[config.mk]
export PLATFORM = sky130hd
export DESIGN_NAME = fetch_sequencer
export DESIGN_NICKNAME = d
export VERILOG_FILES = /design/src/rtl/fetch_sequencer_pkg.sv /design/src/rtl/fetch_sequencer_fifo.sv /design/src/rtl/fetch_sequencer.sv
export SDC_FILE = /design/constraint.sdc
export NUM_CORES = 1
export LEC_CHECK = 0
export ABC_AREA = 0
export CAP_MARGIN = 0
export CORE_MARGIN = 10
export CORE_UTILIZATION = 30
export CTS_CLUSTER_DIAMETER = 200
export DETAILED_ROUTE_END_ITERATION = 8
export SLEW_MARGIN = 30
export SYNTH_ARGS = -nofsm -noshare
export SYNTH_HDL_FRONTEND = slang
export SYNTH_SLANG_ARGS = --single-unit
[constraint.sdc]
create_clock -name clk -period 2.7 [get_ports clk]
set_clock_uncertainty 0.05 [all_clocks]
set_input_delay 0.405 -clock clk [delete_from_list [all_inputs] [get_ports clk]]
set_output_delay 0.405 -clock clk [all_outputs]
set_load 0.01 [all_outputs]
[src/rtl/fetch_sequencer_pkg.sv]
// Shared types and helpers for the instruction fetch path.
package fetch_pkg;

  typedef struct packed {
    logic [31:0] pc;
    logic [31:0] instr;
    logic        compressed;
  } fetch_entry_t;

  // Low two bits of a 32-bit (non-compressed) RV32 instruction.
  localparam logic [1:0] ILEN_OPCODE_FULL = 2'b11;

  function automatic logic is_compressed(input logic [15:0] half);
    return (half & {14'h0, ILEN_OPCODE_FULL}) != {14'h0, ILEN_OPCODE_FULL};
  endfunction

endpackage

[src/rtl/fetch_sequencer_fifo.sv]
// Circular-buffer FIFO holding fetched instructions; head is the read slot.
module fetch_fifo
  import fetch_pkg::*;
#(
  parameter int unsigned DEPTH   = 2,
  parameter type         entry_t = fetch_entry_t
) (
  input  logic   clk,
  input  logic   reset,
  input  logic   push,
  input  entry_t push_entry,
  input  logic   pop,
  input  logic   flush,
  output logic   full,
  output logic   empty,
  output entry_t head
);

  localparam int unsigned PW = $clog2(DEPTH);
  localparam int unsigned CW = PW + 1;
  localparam logic [CW-1:0] FULL_CNT = CW'(DEPTH);

  entry_t          mem_q [DEPTH];
  entry_t          mem_d [DEPTH];
  logic [PW-1:0]   wr_ptr_q, wr_ptr_d;
  logic [PW-1:0]   rd_ptr_q, rd_ptr_d;
  logic [CW-1:0]   count_q, count_d;

  assign full  = (count_q == FULL_CNT);
  assign empty = (count_q == '0);
  assign head  = mem_q[rd_ptr_q];

  // Next-state for storage, pointers and occupancy; flush wins over push/pop.
  always_comb begin
    mem_d    = mem_q;
    wr_ptr_d = wr_ptr_q;
    rd_ptr_d = rd_ptr_q;
    count_d  = count_q;
    if (flush) begin
      wr_ptr_d = '0;
      rd_ptr_d = '0;
      count_d  = '0;
    end else begin
      if (push) begin
        mem_d[wr_ptr_q] = push_entry;
        wr_ptr_d        = wr_ptr_q + 1'b1;
      end
      if (pop) begin
        rd_ptr_d = rd_ptr_q + 1'b1;
      end
      case ({push, pop})
        2'b10:   count_d = count_q + 1'b1;
        2'b01:   count_d = count_q - 1'b1;
        default: count_d = count_q;
      endcase
    end
  end

  // State registers; storage is cleared on reset so the head reads as zero.
  always_ff @(posedge clk) begin
    if (reset) begin
      for (int unsigned i = 0; i < DEPTH; i++) begin
        mem_q[i] <= '0;
      end
      wr_ptr_q <= '0;
      rd_ptr_q <= '0;
      count_q  <= '0;
    end else begin
      mem_q    <= mem_d;
      wr_ptr_q <= wr_ptr_d;
      rd_ptr_q <= rd_ptr_d;
      count_q  <= count_d;
    end
  end

endmodule

[src/rtl/fetch_sequencer.sv]
// Instruction fetch sequencer: drives pc to memory, splits 16/32-bit
// instructions, queues them for decode, and handles redirects and faults.
module fetch_sequencer
  import fetch_pkg::*;
#(
  parameter logic [31:0] RESET_PC = 32'h0000_0000,
  parameter int unsigned DEPTH    = 2
) (
  input  logic        clk,
  input  logic        reset,
  input  logic        fetch_en,
  output logic [31:0] mem_addr,
  input  logic [31:0] mem_rdata,
  input  logic        redirect_valid,
  input  logic [31:0] redirect_pc,
  output logic        out_valid,
  input  logic        out_ready,
  output logic [31:0] out_instr,
  output logic [31:0] out_pc,
  output logic        out_compressed,
  output logic        fault,
  output logic [31:0] fetch_count
);

  logic [31:0]  pc_q, pc_d;
  logic         fault_q, fault_d;
  logic [31:0]  fetch_count_q, fetch_count_d;

  logic         fifo_full, fifo_empty;
  logic         push, pop;
  logic         compressed;
  fetch_entry_t push_entry;
  fetch_entry_t head;

  // Split the returned word into the entry pushed this cycle.
  always_comb begin
    compressed            = is_compressed(mem_rdata[15:0]);
    push_entry.pc         = pc_q;
    push_entry.instr      = compressed ? {16'h0, mem_rdata[15:0]} : mem_rdata;
    push_entry.compressed = compressed;
  end

  // Handshake, pc advance, redirect/fault handling and pop counting.
  // A redirect discards any same-cycle pop, so pop is masked before it
  // feeds either the FIFO or fetch_count.
  always_comb begin
    pop  = !fifo_empty && out_ready && !redirect_valid;
    push = fetch_en && !fault_q && !redirect_valid && (!fifo_full || pop);

    pc_d          = pc_q;
    fault_d       = fault_q;
    fetch_count_d = fetch_count_q;

    if (redirect_valid) begin
      pc_d    = redirect_pc;
      fault_d = redirect_pc[0];
    end else if (push) begin
      pc_d = pc_q + (compressed ? 32'd2 : 32'd4);
    end

    if (pop) begin
      fetch_count_d = fetch_count_q + 32'd1;
    end
  end

  // Sequencer state registers.
  always_ff @(posedge clk) begin
    if (reset) begin
      pc_q          <= RESET_PC;
      fault_q       <= 1'b0;
      fetch_count_q <= '0;
    end else begin
      pc_q          <= pc_d;
      fault_q       <= fault_d;
      fetch_count_q <= fetch_count_d;
    end
  end

  fetch_fifo #(
    .DEPTH   (DEPTH),
    .entry_t (fetch_entry_t)
  ) u_fifo (
    .clk        (clk),
    .reset      (reset),
    .push       (push),
    .push_entry (push_entry),
    .pop        (pop),
    .flush      (redirect_valid),
    .full       (fifo_full),
    .empty      (fifo_empty),
    .head       (head)
  );

  assign mem_addr       = pc_q;
  assign out_valid      = !fifo_empty;
  assign out_instr      = head.instr;
  assign out_pc         = head.pc;
  assign out_compressed = head.compressed;
  assign fault          = fault_q;
  assign fetch_count    = fetch_count_q;

endmodule

---- Yosys cells after proc, flatten, opt, wreduce, memory -nomap -nowiden ----
Index checks and enable logic that the tools add are counted.
word-level totals
  register bits ........................... 199
  output and inout port bits .............. 131
  bits of input ports ..................... 69
  word-level logic and storage cells ...... 55
cells by class
  bitwise operators ....................... 3
  add/sub/neg operators ................... 6
  $lt $le $gt $ge ......................... 3
  eq/ne operators ......................... 4
  muxes and demuxes ....................... 11
  reduce and logical (&&, ||, !) cells .... 16
operators with widths
  cell                                                                   number
  65-bit two-way mux                                                     4
  130-bit bitwise mux                                                    1
  32-bit two-way mux                                                     3
  65-bit demux with 1-bit select                                         1
  32-bit by 1-bit adder with 32-bit output, second input constant        1
  32-bit by 3-bit adder with 32-bit output                               1
  1-bit logical AND                                                      6
  2-bit equality test, second input constant                             2
  2-bit >= comparator, second input constant                             2
  1-bit zero test                                                        4
  1-bit inverter with 2-bit output                                       2
  2-bit case mux with 2 select lines                                     1
  2-bit nonzero test                                                     2
  3-bit two-way mux                                                      1
  1-bit adder, second input constant                                     2
  2-bit by 1-bit adder with 2-bit output, second input constant          1
  2-bit by 1-bit equality test with 1-bit output, second input constant  1
  2-bit zero test                                                        1
  2-bit by 1-bit < comparator with 1-bit output, second input constant   1
  2-bit inequality test, second input constant                           1
  2-bit AND reduction                                                    1
  2-bit OR reduction                                                     1
  2-bit by 1-bit subtractor with 2-bit output, second input constant     1
  1-bit logical OR                                                       1
  1-bit inverter                                                         1

---- Logic depth before layout (Yosys ltp) ----
Gate-level depths: netlist of the first run.
  word-level depth ........................ 8
  gate-level depth with buffers ........... 10
  mapped depth without buffers ............ 9

---- Modules after synthesis ----
Synthesis of the first run repeated with hierarchy kept, for this count alone.
second synthesis, totals
  cells, all modules ...................... 1122
  area total of the unflattened synthesis .. 9306.4 um^2
by module, submodules not included
  module           times used  sequential area each (um^2)  cells an instance  area an instance (um^2)
  fetch_fifo       1           2682.6                       657                5450.2
  fetch_sequencer  1           1301.2                       465                3856.2

---- Worst setup path after synthesis of the first run ----
Ideal clock, no wire load.
  path type ............................... input-to-reg
  from .................................... input port mem_rdata[1]
  to ...................................... register pc_q[31], in the netlist mem_addr[31]
  data arrival time ....................... 2.158 ns
  setup time .............................. 0.079 ns
  path slack .............................. 0.413 ns
  data required time ...................... 2.571 ns
  cell stages on the path ................. 10
  path buffers ............................ 1
  cells stage by stage .................... and2_1 > clkbuf_1 > inv_1 > xnor2_1 > ha_1 > a31oi_1 > nor2_1 > nand3_2 > or4_1 > o211ai_1
on the way
  cells in the longest elaborated chain, start to end .. 5
RTL lines
  element                                   line                       source
  start: declaration                        fetch_sequencer.sv:13      input logic [31:0] mem_rdata,
  2-bit inequality test                     fetch_sequencer_pkg.sv:14  return (half & {14'h0, ILEN_OPCODE_FULL}) != {14'h0, ILEN_OPCODE_FULL};
  3-bit two-way mux                         fetch_sequencer.sv:58      pc_d = pc_q + (compressed ? 32'd2 : 32'd4);
  32-bit by 3-bit adder with 32-bit output  fetch_sequencer.sv:58
  32-bit two-way mux                        fetch_sequencer.sv:57      end else if (push) begin
  32-bit two-way mux                        fetch_sequencer.sv:54      if (redirect_valid) begin
  end signal: assignment                    fetch_sequencer.sv:73      pc_q <= pc_d;
  end: declaration                          fetch_sequencer.sv:25      logic [31:0] pc_q, pc_d;
Every way passes these cells. The select of a mux whose other input is x is not followed.
A chain may end at the register's enable or synchronous reset.

---- Worst setup path in the final report of the first run ----
  from .................................... register u_fifo.rd_ptr_q
  to ...................................... output port out_pc[8]
on the way
  cells in the longest elaborated chain, start to end .. 4
RTL lines
  element                                                 line                        source
  start: declaration                                      fetch_sequencer_fifo.sv:26  logic [PW-1:0] rd_ptr_q, rd_ptr_d;
  start signal: assignment                                fetch_sequencer_fifo.sv:71  rd_ptr_q <= rd_ptr_d;
  1-bit inverter with 2-bit output (not written as such)  fetch_sequencer_fifo.sv:31  assign head = mem_q[rd_ptr_q];
  65-bit two-way mux (not written as such) (3 in series)  fetch_sequencer_fifo.sv:31
  end: declaration                                        fetch_sequencer.sv:19       output logic [31:0] out_pc,
Every way passes these cells. The select of a mux whose other input is x is not followed.

==> results of run 1 <==
[path summary, 6_finish.rpt]
kind                                          to  cells past startpoint  slack, ps
setup / recovery                       out_pc[8]                      3        170
hold / removal    u_fifo.mem_q[121]$_SDFFE_PP0P_                      2        360
setup reg to reg    fetch_count[26]$_SDFFE_PP0P_                      5        460
hold reg to reg    u_fifo.mem_q[62]$_SDFFE_PP0P_                      2        400
[layout make-up]
cell class,count,area (um^2)
Clock buffer,18,439
Clock inverter,14,188
Fill cell,2956,17600
Inverter,9,33.8
Multi-Input combinational cell,781,4500
Sequential cell,199,3990
Tap cell,390,488
Timing Repair Buffer,250,2480
[power groups by stage]
stage          Sequential [W]  Combinational (W)  Clock, W
6_report              0.00307           0.000688   0.00276
5_1_grt               0.00309           0.000743   0.00294
4_1_cts               0.00308           0.000697   0.00284
3_5_place_dp          0.00315           0.000692         0
3_3_place_gp          0.00314           0.000690         0
2_1_floorplan         0.00312           0.000352         0
[state kept, by name, summed over array words and instances, names as in the netlist]
name	flops
u_fifo.mem_q	130
fetch_count	32
mem_addr	32
u_fifo.count_q	2
fault	1
u_fifo.rd_ptr_q	1
u_fifo.wr_ptr_q	1
[per-stage QoR]
stage | std cells | TNS [ps] | total power, W | hold slack, ps | util, %
after floorplan | 1096 | 0 | 0.00348 | 383 | -
after global routing | 1661 | 0 | 0.00677 | 372 | 40.8
final | 1661 | 0 | 0.00652 | 356 | 40.8
after global placement | 1628 | -704 | 0.00383 | 388 | 38.6
after detailed placement | 1628 | -1480 | 0.00384 | 393 | 38.6
after CTS | 1661 | 0 | 0.00662 | 337 | 40.8
[synthesized netlist by cell type (2+ instances only)]
| cell type | n |
|---|---|
| a31oi_1 | 5 |
| and2_1 | 6 |
| nand4b_1 | 3 |
| xnor2_1 | 8 |
| o21ai_0 | 9 |
| and3_1 | 10 |
| nand4_1 | 19 |
| nand2b_1 | 3 |
| buf_6 | 3 |
| buf_4 | 34 |
| inv_1 | 9 |
| o311ai_1 | 2 |
| o21ai_1 | 5 |
| o31ai_1 | 2 |
| or3_1 | 10 |
| xor2_1 | 35 |
| mux2_2 | 65 |
| a211oi_1 | 15 |
| or4_1 | 8 |
| nor4_4 | 2 |
| and4_1 | 7 |
| o21bai_1 | 2 |
| dfxtp_1 | 199 |
| nand3_1 | 58 |
| a32oi_1 | 2 |
| nor2_1 | 50 |
| nand3_2 | 2 |
| or2_2 | 2 |
| ha_1 | 4 |
| o211ai_1 | 5 |
| clkbuf_1 | 43 |
| o311ai_0 | 2 |
| a311oi_1 | 2 |
| buf_1 | 7 |
| nand2_1 | 259 |
| nor3_1 | 5 |
| a21oi_1 | 155 |
| o22ai_1 | 3 |
| buf_2 | 20 |
[metal layers]
layer	GRT usage, %	vias up	wire length, um	share of wire, %
li1	-	4061	-	-
met1	18.7	3903	13100	45
met2	24.3	186	13900	48
met3	5.01	18	1920	6.6
met4	2.92	2	221	0.76
met5	0	-	13	0.045
[kinds of logic after synthesis]
kind of cell | count (synthesis) | synth area share (%)
buffers and inverters | 116 | 6.72
AND/OR/NAND/NOR | 453 | 23.2
adder cells (fa/ha/maj) | 4 | 0.551
AO/OA/AOI/OAI | 216 | 13.5
flip-flops | 199 | 43.9
XOR/XNOR | 43 | 4.15
multiplexers | 65 | 8.06
==> run_results.csv, run 1 <==
group,metric,value,unit
sta,setup_ws,169,ps
synth,synthCells,1096,
grt,grt_pass1_wl,46000,um
detailed_routing,vias_per_cell,4.92,
sta,fmax,395,MHz
placement,hpwlAfterDp,20300,um
clock_network,htree_levels,4,
setup_path,path_cells,"buf_4 > mux2_2 > clkdlybuf4s50_1",
floorplan,fp.dieH,194,um
pwr,p_per_area,538,nW/um^2
clock_network,postCtsResizedCells,0,
detailed_routing,vias,8170,
finish,final_nets,1331,
finish,fin_area,12100,um^2
setup_path,cp_top_family,"buffers and inverters",
detailed_routing,drt_iter0_drc,418,
detailed_routing,wl_per_cell,17.6,um
synth,syn_area_per_cell,8.29,um^2
setup_path,slowest_delay,520,ps
clock_network,cts_hold_buf,0,
finish,mostFrequentLayoutCells,"258 x nand2_1, 198 x dfxtp_1, 198 x clkdlybuf4s50_1",
setup_path,criticalPathCategory,"reg -> out",
placement,port_buffers,199,
worst_hold_path,holdCritStartpoint,"reset",
worst_hold_path,hold_path_class,"in -> reg",
placement,place_area,11500,um^2
synth,post_synth_instance_area,9080,um^2
grt,grt.total_usage,14.9,%
pwr,ir_worst_vdd,0.378,mV
floorplan,io-pin-count,200,
synth,synth_top_cell_area_share,43.9,%
setup_path,cp-start-kind,"flip-flop",
clock_network,cts_buffers,17,
synth,async_reset_ff_share,0,%
sta,setup_viol,0,
finish,areaGrowthSynthToFinish,33.4,%
clock_network,cts.sink_count,199,
detailed_routing,drcViolationCount,0,
setup_path,cp-end-kind,"output port",
grt,grt_max_degree,93,
finish,diodes,0,
detailed_routing,ant_nets,0,
floorplan,start_util,30.6,%
sta,grt_setup_unrepaired,"no",
floorplan,die_w,194,um
setup_path,crit_arrival,2080,ps
finish,final_layout_size_suffix_gt1_share,13.4,%
sta,fin_crit,2530,ps
synth,yosysTopAreaCell,"dfxtp_1",
clock_network,clockRootBuffer,"clkbuf_16",
sta,finalMaxSlewViolations,0,
synth,ys_types,55,
finish,layout_commonest_cell,"nand2_1",
setup_path,cp.required,2250,ps
synth,synth_seq_cells,199,
setup_path,path_max_fanout,11,
sta,maxSlewHeadroom,62.2,%
synth,seq_area_frac_synth,43.9,%
synth,synth_ff_type,"dfxtp_1",
floorplan,core,29700,um^2
pwr,swShare,25.7,%
setup_path,startpoint,"u_fifo.rd_ptr_q$_SDFFE_PP0P_",
placement,gp_congestion,0.811,
sta,finalHoldViolCount,0,
detailed_routing,drt_pass1_iterations,5,
pwr,internal-power,0.00485,W
clock_network,clk_path_buf_depth,2,
flow_run,drv_cap,0,
setup_path,worstReg2RegStart,"fetch_count[5]$_SDFFE_PP0P_",
run_status,status,"completed",
sta,tightest_slew,565,ps
detailed_routing,drt-total-wl,29200,um
floorplan,fp.dieArea,37600,um^2
grt,overflow,0,
synth,ys_top_cells_by_area,"dfxtp_1 44%, nand2_1 11%, a21oi_1 8.5%",
clock_network,path_clk_slew,90,ps
floorplan,rows,63,
pwr,clkPwrFrac,42.3,%
pwr,power.leakage,4.15,nW
pwr,p_sw,0.00167,W
setup_path,crit_slowest_cell,"clkdlybuf4s50_1",
synth,yosysWarnings,0,
sta,fin_crit_sh,93.7,%
pwr,seqPwrFrac,47.1,%
clock_network,cts_tree,"done",
pwr,p_comb_share,10.5,%
synth,syn-num-nets,1169,
clock_network,post_cts_buffers,1,
grt,grt_pass1_vias,8129,
grt,antenna_found_initial,1,
placement,dp_slack,-153,ps
synth,synth_edf_count,0,
setup_path,path_buf_inv,2,
clock_network,clk_latency,440,ps
Note: power is estimated with default switching activity, not from simulation.
==> run 2: changes to the inputs <==
- SLEW_MARGIN: 30 -> 15
==> results of run 2 <==
Final layout, timing and power as in run 1 (identical DEF).
